--- config.mk ---
export PLATFORM = sky130hd
export DESIGN_NAME = i2s_tape_audio_flat
export DESIGN_NICKNAME = d
export VERILOG_FILES = /design/src/rtl/i2s_tape_audio_if.sv /design/src/rtl/i2s_tape_audio.sv /design/src/flat_wrapper.sv
export SDC_FILE = /design/constraint.sdc
export NUM_CORES = 1
export LEC_CHECK = 0
export ABC_AREA = 1
export BUFFER_PORTS_ARGS = -buffer_cell sky130_fd_sc_hd__buf_2
export CAP_MARGIN = 20
export CORE_ASPECT_RATIO = 1.4
export CORE_MARGIN = 1.5
export CORE_UTILIZATION = 50
export DETAILED_ROUTE_END_ITERATION = 7
export PLACE_DENSITY = 0.76
export REMOVE_ABC_BUFFERS = 1
export SLEW_MARGIN = 15
export SYNTH_ARGS = -nofsm -noshare
export SYNTH_HDL_FRONTEND = slang
export SYNTH_SLANG_ARGS = --single-unit
--- constraint.sdc ---
create_clock -name clk18 -period 4.4 [get_ports clk18]
set_input_delay 0.66 -clock clk18 [delete_from_list [all_inputs] [get_ports clk18]]
set_output_delay 0.66 -clock clk18 [all_outputs]
set_load 0.01 [all_outputs]
--- src/rtl/i2s_tape_audio_if.sv ---
// i2s_tape_audio_if: audio sources, codec pins and tape/strobe outputs of the I2S tape audio block
interface i2s_tape_audio_if;
  logic [3:0] pulses;
  logic [7:0] pcm;
  logic iAUD_ADCDAT;
  logic oAUD_BCK;
  logic oAUD_DACLRCK;
  logic oAUD_ADCLRCK;
  logic oAUD_DATA;
  logic tapein;
  logic sample_strobe;
  modport master (
    input pulses, pcm, iAUD_ADCDAT,
    output oAUD_BCK, oAUD_DACLRCK, oAUD_ADCLRCK, oAUD_DATA, tapein, sample_strobe
  );
  modport slave (
    output pulses, pcm, iAUD_ADCDAT,
    input oAUD_BCK, oAUD_DACLRCK, oAUD_ADCLRCK, oAUD_DATA, tapein, sample_strobe
  );
endinterface

--- src/rtl/i2s_tape_audio.sv ---
// i2s_tape_audio: WM8731 I2S master mixing PCM and pulse sources to both DAC channels.
// Define AUDIO_ADC_EN to build left-channel ADC capture with a hysteresis comparator driving tapein.
module i2s_tape_audio #(
  parameter int unsigned BCLK_DIV = 12,
  parameter logic signed [15:0] PULSE_AMP = 16'sh0800,
  parameter logic signed [15:0] HYST = 16'sh0200
) (
  input logic clk18,
  input logic reset_in,
  i2s_tape_audio_if.master io
);
  localparam int DW = $clog2(BCLK_DIV);
  localparam logic [DW-1:0] HALF = DW'(BCLK_DIV / 2);
  localparam logic [DW-1:0] LAST = DW'(BCLK_DIV - 1);
  localparam logic signed [17:0] AMP = 18'(PULSE_AMP);
  logic [DW-1:0] div_cnt, div_nxt;
  logic [4:0] bit_cnt, bit_nxt, idx;
  logic [31:0] frame_word, word_nxt;
  logic [7:0] pcm_x;
  logic signed [17:0] mix;
  logic [15:0] sample16;
  logic wrap, latch;
  assign pcm_x = io.pcm ^ 8'h80;
  always_comb begin
    mix = {{10{pcm_x[7]}}, pcm_x} << 7;
    for (int i = 0; i < 4; i++) mix = mix + (io.pulses[i] ? AMP : -AMP);
  end
  assign sample16 = mix > 18'sd32767 ? 16'h7fff : mix < -18'sd32768 ? 16'h8000 : mix[15:0];
  assign wrap = div_cnt == LAST;
  assign div_nxt = wrap ? '0 : div_cnt + 1'b1;
  assign bit_nxt = bit_cnt + 5'(wrap);
  assign latch = wrap && bit_cnt == 5'd0;
  assign word_nxt = latch ? {sample16, sample16} : frame_word;
  // slot n carries bit 32-n, so slot 0 replays the previous right-channel LSB
  assign idx = 5'd0 - bit_nxt;
  always_ff @(posedge clk18) begin
    if (reset_in) begin
      div_cnt <= '0;
      bit_cnt <= '0;
      frame_word <= '0;
      io.oAUD_BCK <= 1'b0;
      io.oAUD_DACLRCK <= 1'b0;
      io.oAUD_ADCLRCK <= 1'b0;
      io.oAUD_DATA <= 1'b0;
      io.sample_strobe <= 1'b0;
    end else begin
      div_cnt <= div_nxt;
      bit_cnt <= bit_nxt;
      frame_word <= word_nxt;
      io.oAUD_BCK <= div_nxt >= HALF;
      io.oAUD_DACLRCK <= bit_nxt[4];
      io.oAUD_ADCLRCK <= bit_nxt[4];
      io.oAUD_DATA <= word_nxt[idx];
      io.sample_strobe <= latch;
    end
  end
`ifdef AUDIO_ADC_EN
  logic [15:0] adc_sr;
  logic rise, in_left, cmp;
  assign rise = div_cnt == HALF - 1'b1;
  assign in_left = (bit_cnt - 5'd1) < 5'd16;
  assign cmp = div_cnt == HALF && bit_cnt == 5'd16;
  always_ff @(posedge clk18) begin
    if (reset_in) begin
      adc_sr <= '0;
      io.tapein <= 1'b0;
    end else begin
      if (rise && in_left) adc_sr <= {adc_sr[14:0], io.iAUD_ADCDAT};
      if (cmp) io.tapein <= signed'(adc_sr) > HYST ? 1'b1 : signed'(adc_sr) < -HYST ? 1'b0 : io.tapein;
    end
  end
`else
  assign io.tapein = 1'b0;
`endif
endmodule

--- src/flat_wrapper.sv ---
// flat-port wrapper written by rule: the top's interface ports become plain ports
module i2s_tape_audio_flat 
#(
  parameter int unsigned BCLK_DIV = 12,
  parameter logic signed [15:0] PULSE_AMP = 16'sh0800,
  parameter logic signed [15:0] HYST = 16'sh0200
)
  (clk18, reset_in, io_pulses, io_pcm, io_iAUD_ADCDAT, io_oAUD_BCK, io_oAUD_DACLRCK, io_oAUD_ADCLRCK, io_oAUD_DATA, io_tapein, io_sample_strobe);
  i2s_tape_audio_if io_i ();
  input logic clk18;
  input logic reset_in;
  input wire logic [$bits(io_i.pulses)-1:0] io_pulses;
  input wire logic [$bits(io_i.pcm)-1:0] io_pcm;
  input wire logic [$bits(io_i.iAUD_ADCDAT)-1:0] io_iAUD_ADCDAT;
  output wire logic [$bits(io_i.oAUD_BCK)-1:0] io_oAUD_BCK;
  output wire logic [$bits(io_i.oAUD_DACLRCK)-1:0] io_oAUD_DACLRCK;
  output wire logic [$bits(io_i.oAUD_ADCLRCK)-1:0] io_oAUD_ADCLRCK;
  output wire logic [$bits(io_i.oAUD_DATA)-1:0] io_oAUD_DATA;
  output wire logic [$bits(io_i.tapein)-1:0] io_tapein;
  output wire logic [$bits(io_i.sample_strobe)-1:0] io_sample_strobe;
  assign io_i.pulses = io_pulses;
  assign io_i.pcm = io_pcm;
  assign io_i.iAUD_ADCDAT = io_iAUD_ADCDAT;
  assign io_oAUD_BCK = io_i.oAUD_BCK;
  assign io_oAUD_DACLRCK = io_i.oAUD_DACLRCK;
  assign io_oAUD_ADCLRCK = io_i.oAUD_ADCLRCK;
  assign io_oAUD_DATA = io_i.oAUD_DATA;
  assign io_tapein = io_i.tapein;
  assign io_sample_strobe = io_i.sample_strobe;
  i2s_tape_audio #(.BCLK_DIV(BCLK_DIV), .PULSE_AMP(PULSE_AMP), .HYST(HYST)) u_core (.clk18(clk18), .reset_in(reset_in), .io(io_i));
endmodule
==> reports/results.ini, run 1 <==
[routing]
drtAntennaViolNets=0
drc=0
routed_wl_um=4737
routedWlPerCell_um=10.62
vias_per_cell=4.843
drt_iter0_markers=110
dr_total_vias=2160
first_pass_iters=4

[clock_network]
clk_latency_ns=0.29
cts_tree=yes
h-tree-depth=2
cts_hold_buf=0
cts_sinks=44
cts_buffers=5
cts_buffer_depth=2
clkSlewWorstSetupHoldPaths_ns=0.08
cts_root_buf=clkbuf_8
post_cts_buffers=0

[run_status]
status=finished clean

[critical_path]
crit_arrival_ns=4.32
crit_required_ns=4.59
crit_fanout=8
crit_type=primary input to register
end_kind=register
worst_setup_path_start_kind=primary input

[synthesis]
yosysWarnings=0
yosys.area_share.adder_pct=14.45
synth_top_family_by_area=simple AND/OR/NAND/NOR gates
synthCells=351
syn_area_um2=2562
synth_compound_area_share_pct=6.934
yosys.area_share.simple_pct=28.56
synthMuxAreaShare_pct=0
ys_types=26
avgSynthCellArea_um2=7.300
synth-seq-area-share_pct=34.37
synth_xor_area_share_pct=3.418
ys_seq_elements=44

[sta]
hold-worst-slack_ns=0.4739
fin_ws_ns=0.2760
worst_pin_slew_ns=0.7172
min_period_ns=4.124
skew_ns=0.004768
slew_headroom_pct=52.19
hold_viol_final=0
setup_viol=0
timing.final.crit_share_pct=93.73
timing.fmax_mhz=242.5
slew_viol_final=0

[die]
ios=21
start_util_pct=52.51
core_area_um2=4880
dieArea_um2=5570
die_h_um=87.71
rows=30
die_w_um=63.51

[hold_path]
hold_path_class=register to register

[place]
hpwl_um=3410
place_ws_ns=-0.2179
portBuffers=18
place_congestion=0.7935
dpl_cell_area_um2=2790

[global_routing]
grt_start_max_net_pins=43
antenna_found_initial=0
grt_usage_pct=18.19
grt_pass1_wl_um=8045
overflow=0
grt_pass1_vias=1936

[layout]
antenna_cells=0
layout-drive-gt1-share_pct=15.71
layout_commonest_cell=nand2_1
syn2layout_area_growth_pct=14.31
utilization_pct=60.03
most-common-layout-cells=nand2_1 (76), inv_1 (59), nand3_1 (49), dfxtp_1 (44), nor2_1 (26)
fin_area_um2=2929
layout.nets=419

[run]
cap_viol_max_count=0

[power]
powerDensity_nw_per_um2=365.8
p_leak_nw=1.445
ir_drop_v=0.0003669

==> cells by family (layout without fill, tap and decap cells) <==
family                     after synthesis  in the layout
AOI/OAI and AO/OA                       34             34
xor gates and xnor gates                10             10
adders and majority gates               23             23
buffers and inverters                   76            106
DFF                                     44             44
other                                    1              1
and+or+nand+nor                        163            164
==> synth_stat cells (all sizes together) <==
cell / count / share of area (%)
nand2: 81 / 12
inv: 62 / 9.1
nand3: 50 / 10
dfxtp: 44 / 34
nor2: 28 / 4.8
a21oi: 23 / 4.5
ha: 12 / 5.9
fa: 11 / 8.6
clkbuf: 8 / 1.2
o21ai: 8 / 1.6
xor2: 7 / 2.4
buf: 6 / 1.9
o211ai: 3 / 0.88
xnor2: 3 / 1.0
conb: 1 / 0.15
nand2b: 1 / 0.34
nand3b: 1 / 0.44
nor3: 1 / 0.20
or2: 1 / 0.24
==> power by group <==
| part | leakage, nW | switching (mW) | internal (mW) |
|---|---|---|---|
| clock | 0.0455 | 0.128 | 0.128 |
| combinational | 1.04 | 0.244 | 0.168 |
| sequential | 0.355 | 0.00239 | 0.401 |
| total | 1.44 | 0.374 | 0.697 |
==> state kept, by name, indices dropped and copies added (netlist names) <==
| name | cells |
|---|---|
| u_core.bit_cnt | 5 |
| u_core.div_cnt | 4 |
| u_core.frame_word | 32 |
| u_core.io.oAUD_BCK | 1 |
| u_core.io.oAUD_DATA | 1 |
| u_core.io.sample_strobe | 1 |
==> worst max-delay path, cell delays in order <==
cell and delay, ns:
buf_2 0.07, inv_1 0.05, fa_1 0.53, inv_1 0.07
fa_1 0.48, fa_1 0.54, inv_1 0.04, ha_1 0.22
fa_2 0.37, xor2_2 0.20, nand2b_4 0.18, nand2_4 0.13
nand2_1 0.06, nand2_1 0.12, nand3_1 0.08, a21oi_1 0.16
nand2_1 0.08, nand3_1 0.10, nand3_1 0.07, nand2_1 0.06
nor2_1 0.04
==> per-stage QoR <==
step                      setup TNS, ns  std cells  power [mW]
final                                 0        446       1.072
after global routing          -0.003275        446       1.162
after CTS                             0        445       1.005
after detailed placement        -0.2179        437      0.7539
after global placement          -0.1902        437      0.7425
after floorplan                       0        337      0.6708
==> area by class of cell <==
| class | instances | area (um2) |
|---|---|---|
| multi-input combinational | 232 | 1420 |
| sequential | 44 | 880.8 |
| timing repair buffer | 36 | 225.2 |
| inverter | 62 | 232.7 |
| fill | 472 | 1951 |
| tap | 64 | 80.08 |
| clock buffer | 8 | 90.09 |
==> path summary, 6_finish.rpt <==
check                                            from               endpoint  slack [ns]  cells after the start
worst min register to register  u_core.frame_word[13]  u_core.frame_word[13]        0.47                      2
worst max-delay path                     io_pulses[1]    u_core.io.oAUD_DATA        0.28                     21
worst min-delay path            u_core.frame_word[13]  u_core.frame_word[13]        0.47                      2
worst max register to register      u_core.div_cnt[0]    u_core.io.oAUD_DATA        0.94                     15
==> per-layer routing <==
| metal | routed length, um | vias to the layer above | track usage [%] |
|---|---|---|---|
| li1 | - | 1143 | - |
| met1 | 2010 | 984 | 19.82 |
| met2 | 2548 | 28 | 35.12 |
| met3 | 88 | 5 | 2.314 |
| met4 | 90 | 0 | 7.708 |
| met5 | 0 | - | 0 |
==> what timing repair did <==
item,in CTS,in global routing
gates resized for setup,0,11
endpoints found under the setup margin,0,1
endpoints found under the hold margin,0,0
(Power assumes the default switching activity.)
==> inputs of run 2 (changes only) <==
--- a/config.mk
+++ b/config.mk
@@ -5,7 +5,6 @@
 export SDC_FILE = /design/constraint.sdc
 export NUM_CORES = 1
 export LEC_CHECK = 0
-export ABC_AREA = 1
 export BUFFER_PORTS_ARGS = -buffer_cell sky130_fd_sc_hd__buf_2
 export CAP_MARGIN = 20
 export CORE_ASPECT_RATIO = 1.4
==> run 2 against run 1 <==
- sequential cell count is the same
- total power grew 27%
- clock-buffer cell count down 2
==> reports/results.ini, run 2 <==
[run_status]
status=finished clean

[clock_network]
cts_root_buf=clkbuf_8
cts_buffer_depth=2  ; unchanged
cts_buffers=5  ; unchanged
h-tree-depth=2  ; unchanged
cts_tree=yes
clkSlewWorstSetupHoldPaths_ns=0.08  ; about the same
post_cts_buffers=0  ; unchanged
clk_latency_ns=0.30  ; about the same
cts_sinks=44  ; unchanged

[layout]
antenna_cells=0  ; unchanged
layout_commonest_cell=dfxtp_1
reg_top3=u_core.frame_word x32, u_core.bit_cnt x5, u_core.div_cnt x4
largest_reg_flops=32  ; unchanged
syn2layout_area_growth_pct=15.69
instances_no_fill=407  ; -8.7%
largest-register=u_core.frame_word
most-common-layout-cells=dfxtp_1 (44), nand2_1 (39), a21oi_1 (32), inv_1 (30), buf_4 (27)
layout-drive-gt1-share_pct=23.75  ; +8.0 points
layout.nets=378  ; -9.8%

[power]
p_leak_nw=1.249  ; -14%
powerDensity_nw_per_um2=438.8  ; +20%
ir_drop_v=0.0003886  ; +5.9%

[synthesis]
synth_edf_count=0  ; unchanged
yosys.area.top_type=dfxtp_1
synthCells=306  ; -13%
synthArstFlopShare_pct=0  ; unchanged
ys.flop_type=dfxtp_1
synth_top_area_share_pct=32.97  ; -1.4 points
yosysWarnings=0  ; unchanged
synth_area_leaders=dfxtp_1 (33%), fa_1 (8.2%), a21oi_1 (6.4%), ha_1 (5.6%), nand2_1 (5.5%)
ys_types=58  ; +120%
avgSynthCellArea_um2=8.730  ; +20%
synth_most_common_cell=dfxtp_1
synth-seq-area-share_pct=32.97  ; -1.4 points
syn_area_um2=2671  ; +4.2%
ys_seq_elements=44  ; unchanged
synthTopCellsByCount=dfxtp_1 (44), nand2_1 (39), a21oi_1 (34)

[place]
place_congestion=0.8464  ; +6.7%
dp_cells=399  ; -8.7%
portBuffers=18  ; unchanged
hpwl_um=4023  ; +18%

[routing]
top_layer=met4
routedWlPerCell_um=13.45  ; +27%
drt_iter0_markers=80  ; -27%
first_pass_iters=4  ; unchanged
wl_met3_um=124  ; +41%
routed_wl_um=5473  ; +16%
dr_total_vias=2235  ; +3.5%
m1WireLength_um=2295  ; +14%
drc=0  ; unchanged
wl_met2_um=2984  ; +17%
drtAntennaViolNets=0  ; unchanged
vias_per_cell=5.491  ; +13%

[sta]
hold_viol_final=0  ; unchanged
slew_viol_final=0  ; unchanged
slew_headroom_pct=47.96  ; -4.2 points
min_period_ns=4.197  ; +0.07298 ns
grt_setup_unrepaired=no
timing.fmax_mhz=238.3  ; -1.7%
setup_viol=0  ; unchanged
final.setup.tns_ns=0  ; unchanged
skew_ns=0.005219  ; +0.0004513 ns
worst_pin_slew_ns=0.7807  ; +0.06345 ns
timing.final.crit_share_pct=95.39  ; +1.7 points

[die]
die_h_um=89.49  ; +2.0%
start_util_pct=51.78  ; -0.73 points
core_area_um2=5159  ; +5.7%
rows=31  ; +3.3%
ios=21  ; unchanged
die_w_um=64.78  ; +2.0%
dieArea_um2=5796  ; +4.1%

[global_routing]
grt_start_max_net_pins=45  ; +4.7%
antenna_found_initial=0  ; unchanged
grt_usage_pct=19.92  ; +1.7 points
grt_pass1_vias=2058  ; +6.3%
overflow=0  ; unchanged
grt_pass1_wl_um=9052  ; +13%

[critical_path]
crit_buf_inv=5  ; +1
worst_setup_path_start_kind=primary input
end_kind=register
crit_path_cell_trace=buf_2, inv_1, fa_1, inv_1, fa_1, inv_1, fa_1, ha_1, nand3_1, and3_2, buf_4, o21ai_2, a211oi_2, or4_1, and3_1, o211ai_2
crit_arrival_ns=4.43  ; +0.11 ns
crit_fanout=4  ; -4
crit_family=adder cells
crit_type=primary input to register
max_stage_delay_ns=0.53  ; about the same
crit_required_ns=4.63  ; +0.04 ns
slowest_stage=fa_1

[run]
cap_viol_max_count=0  ; unchanged

[hold_path]
hold_path_class=register to register

## run 2: changes by cell type after synthesis, sizes merged, moves of 3 or more
cell,before,now
a21oi,23,35
a31oi,0,3
clkbuf,8,12
inv,62,30
mux2,0,4
mux2i,0,3
nand2,81,39
nand3,50,9
nor2,28,22
nor3,1,10
o2111ai,0,5
## run 2: what timing repair did
item,CTS,global route
hold buffers,0,0
gates resized for setup,0,8
hold endpoints to repair,0,0
setup endpoints to repair,0,6
## run 2: path summary, 6_finish.rpt
kind | slack (ns) | end | startpoint | cells after the start
worst max-delay path | 0.20 | u_core.io.oAUD_DATA | io_pulses[1] | 16
worst min-delay path | 0.46 | u_core.frame_word[5] | u_core.frame_word[5] | 2
worst max register to register | 0.98 | u_core.io.oAUD_DATA | u_core.div_cnt[0] | 12
worst min register to register | 0.46 | u_core.frame_word[5] | u_core.frame_word[5] | 2
## run 2: layout make-up
cell class,count,area [um2]
fillers,475,2068
multi-input cells,213,1610
flip-flops and latches,44,880.8
repair buffers,45,292.8
inverters,31,116.4
well taps,66,82.58
clock buffers,6,72.57
clock inverters,2,35.03
## run 2: report_power, final
group | switching, mW | internal (mW)
Sequential | 0.00206 | 0.401
Clock | 0.133 | 0.168
Combinational | 0.346 | 0.305
## run 2: kinds of logic (layout without fill, tap and decap cells)
group                      Yosys count  count (layout)  synth area share [%]
buffers and inverters               49              84                 7.822
and+or+nand+nor                     96              96                 17.47
other                                1               1                0.1404
AOI/OAI and AO/OA                   74              74                 19.39
adders and majority gates           23              23                 13.86
DFF                                 44              44                 32.97
muxes                                9               9                 4.496
xor gates and xnor gates            10              10                 3.841
## run 2: through the flow
stage               utilization [%]  power (mW)  setup WS [ns]  hold slack [ns]  instance area [um2]
detailed placement            57.26       1.011        -0.2580           0.4465                 2954
floorplan                         -      0.7355        -0.5587           0.4260                 2579
finish                        59.91       1.356         0.2030           0.4573                 3090
global placement              57.26       1.001        -0.2491           0.4393                 2954
CTS                           59.35       1.316       0.004570           0.4576                 3062
global route                  59.91       1.442       0.006200           0.4808                 3090
## run 2: metal layers
layer,track usage [%],vias up
li1,-,1122
met1,22.52,1079
met2,38.05,28
met3,3.023,6
met4,6.383,0
met5,0,-
## run 2: worst reg2reg max path: stages, from the launching register on
cell,delay [ns]
dfxtp_1,0.34
ha_1,0.24
nand3b_1,0.19
inv_1,0.09
ha_1,0.31
clkinv_1,0.28
ha_1,0.71
mux4_2,0.37
mux2_2,0.28
nand2_1,0.07
a32oi_1,0.11
o2111ai_1,0.22
o211ai_2,0.09
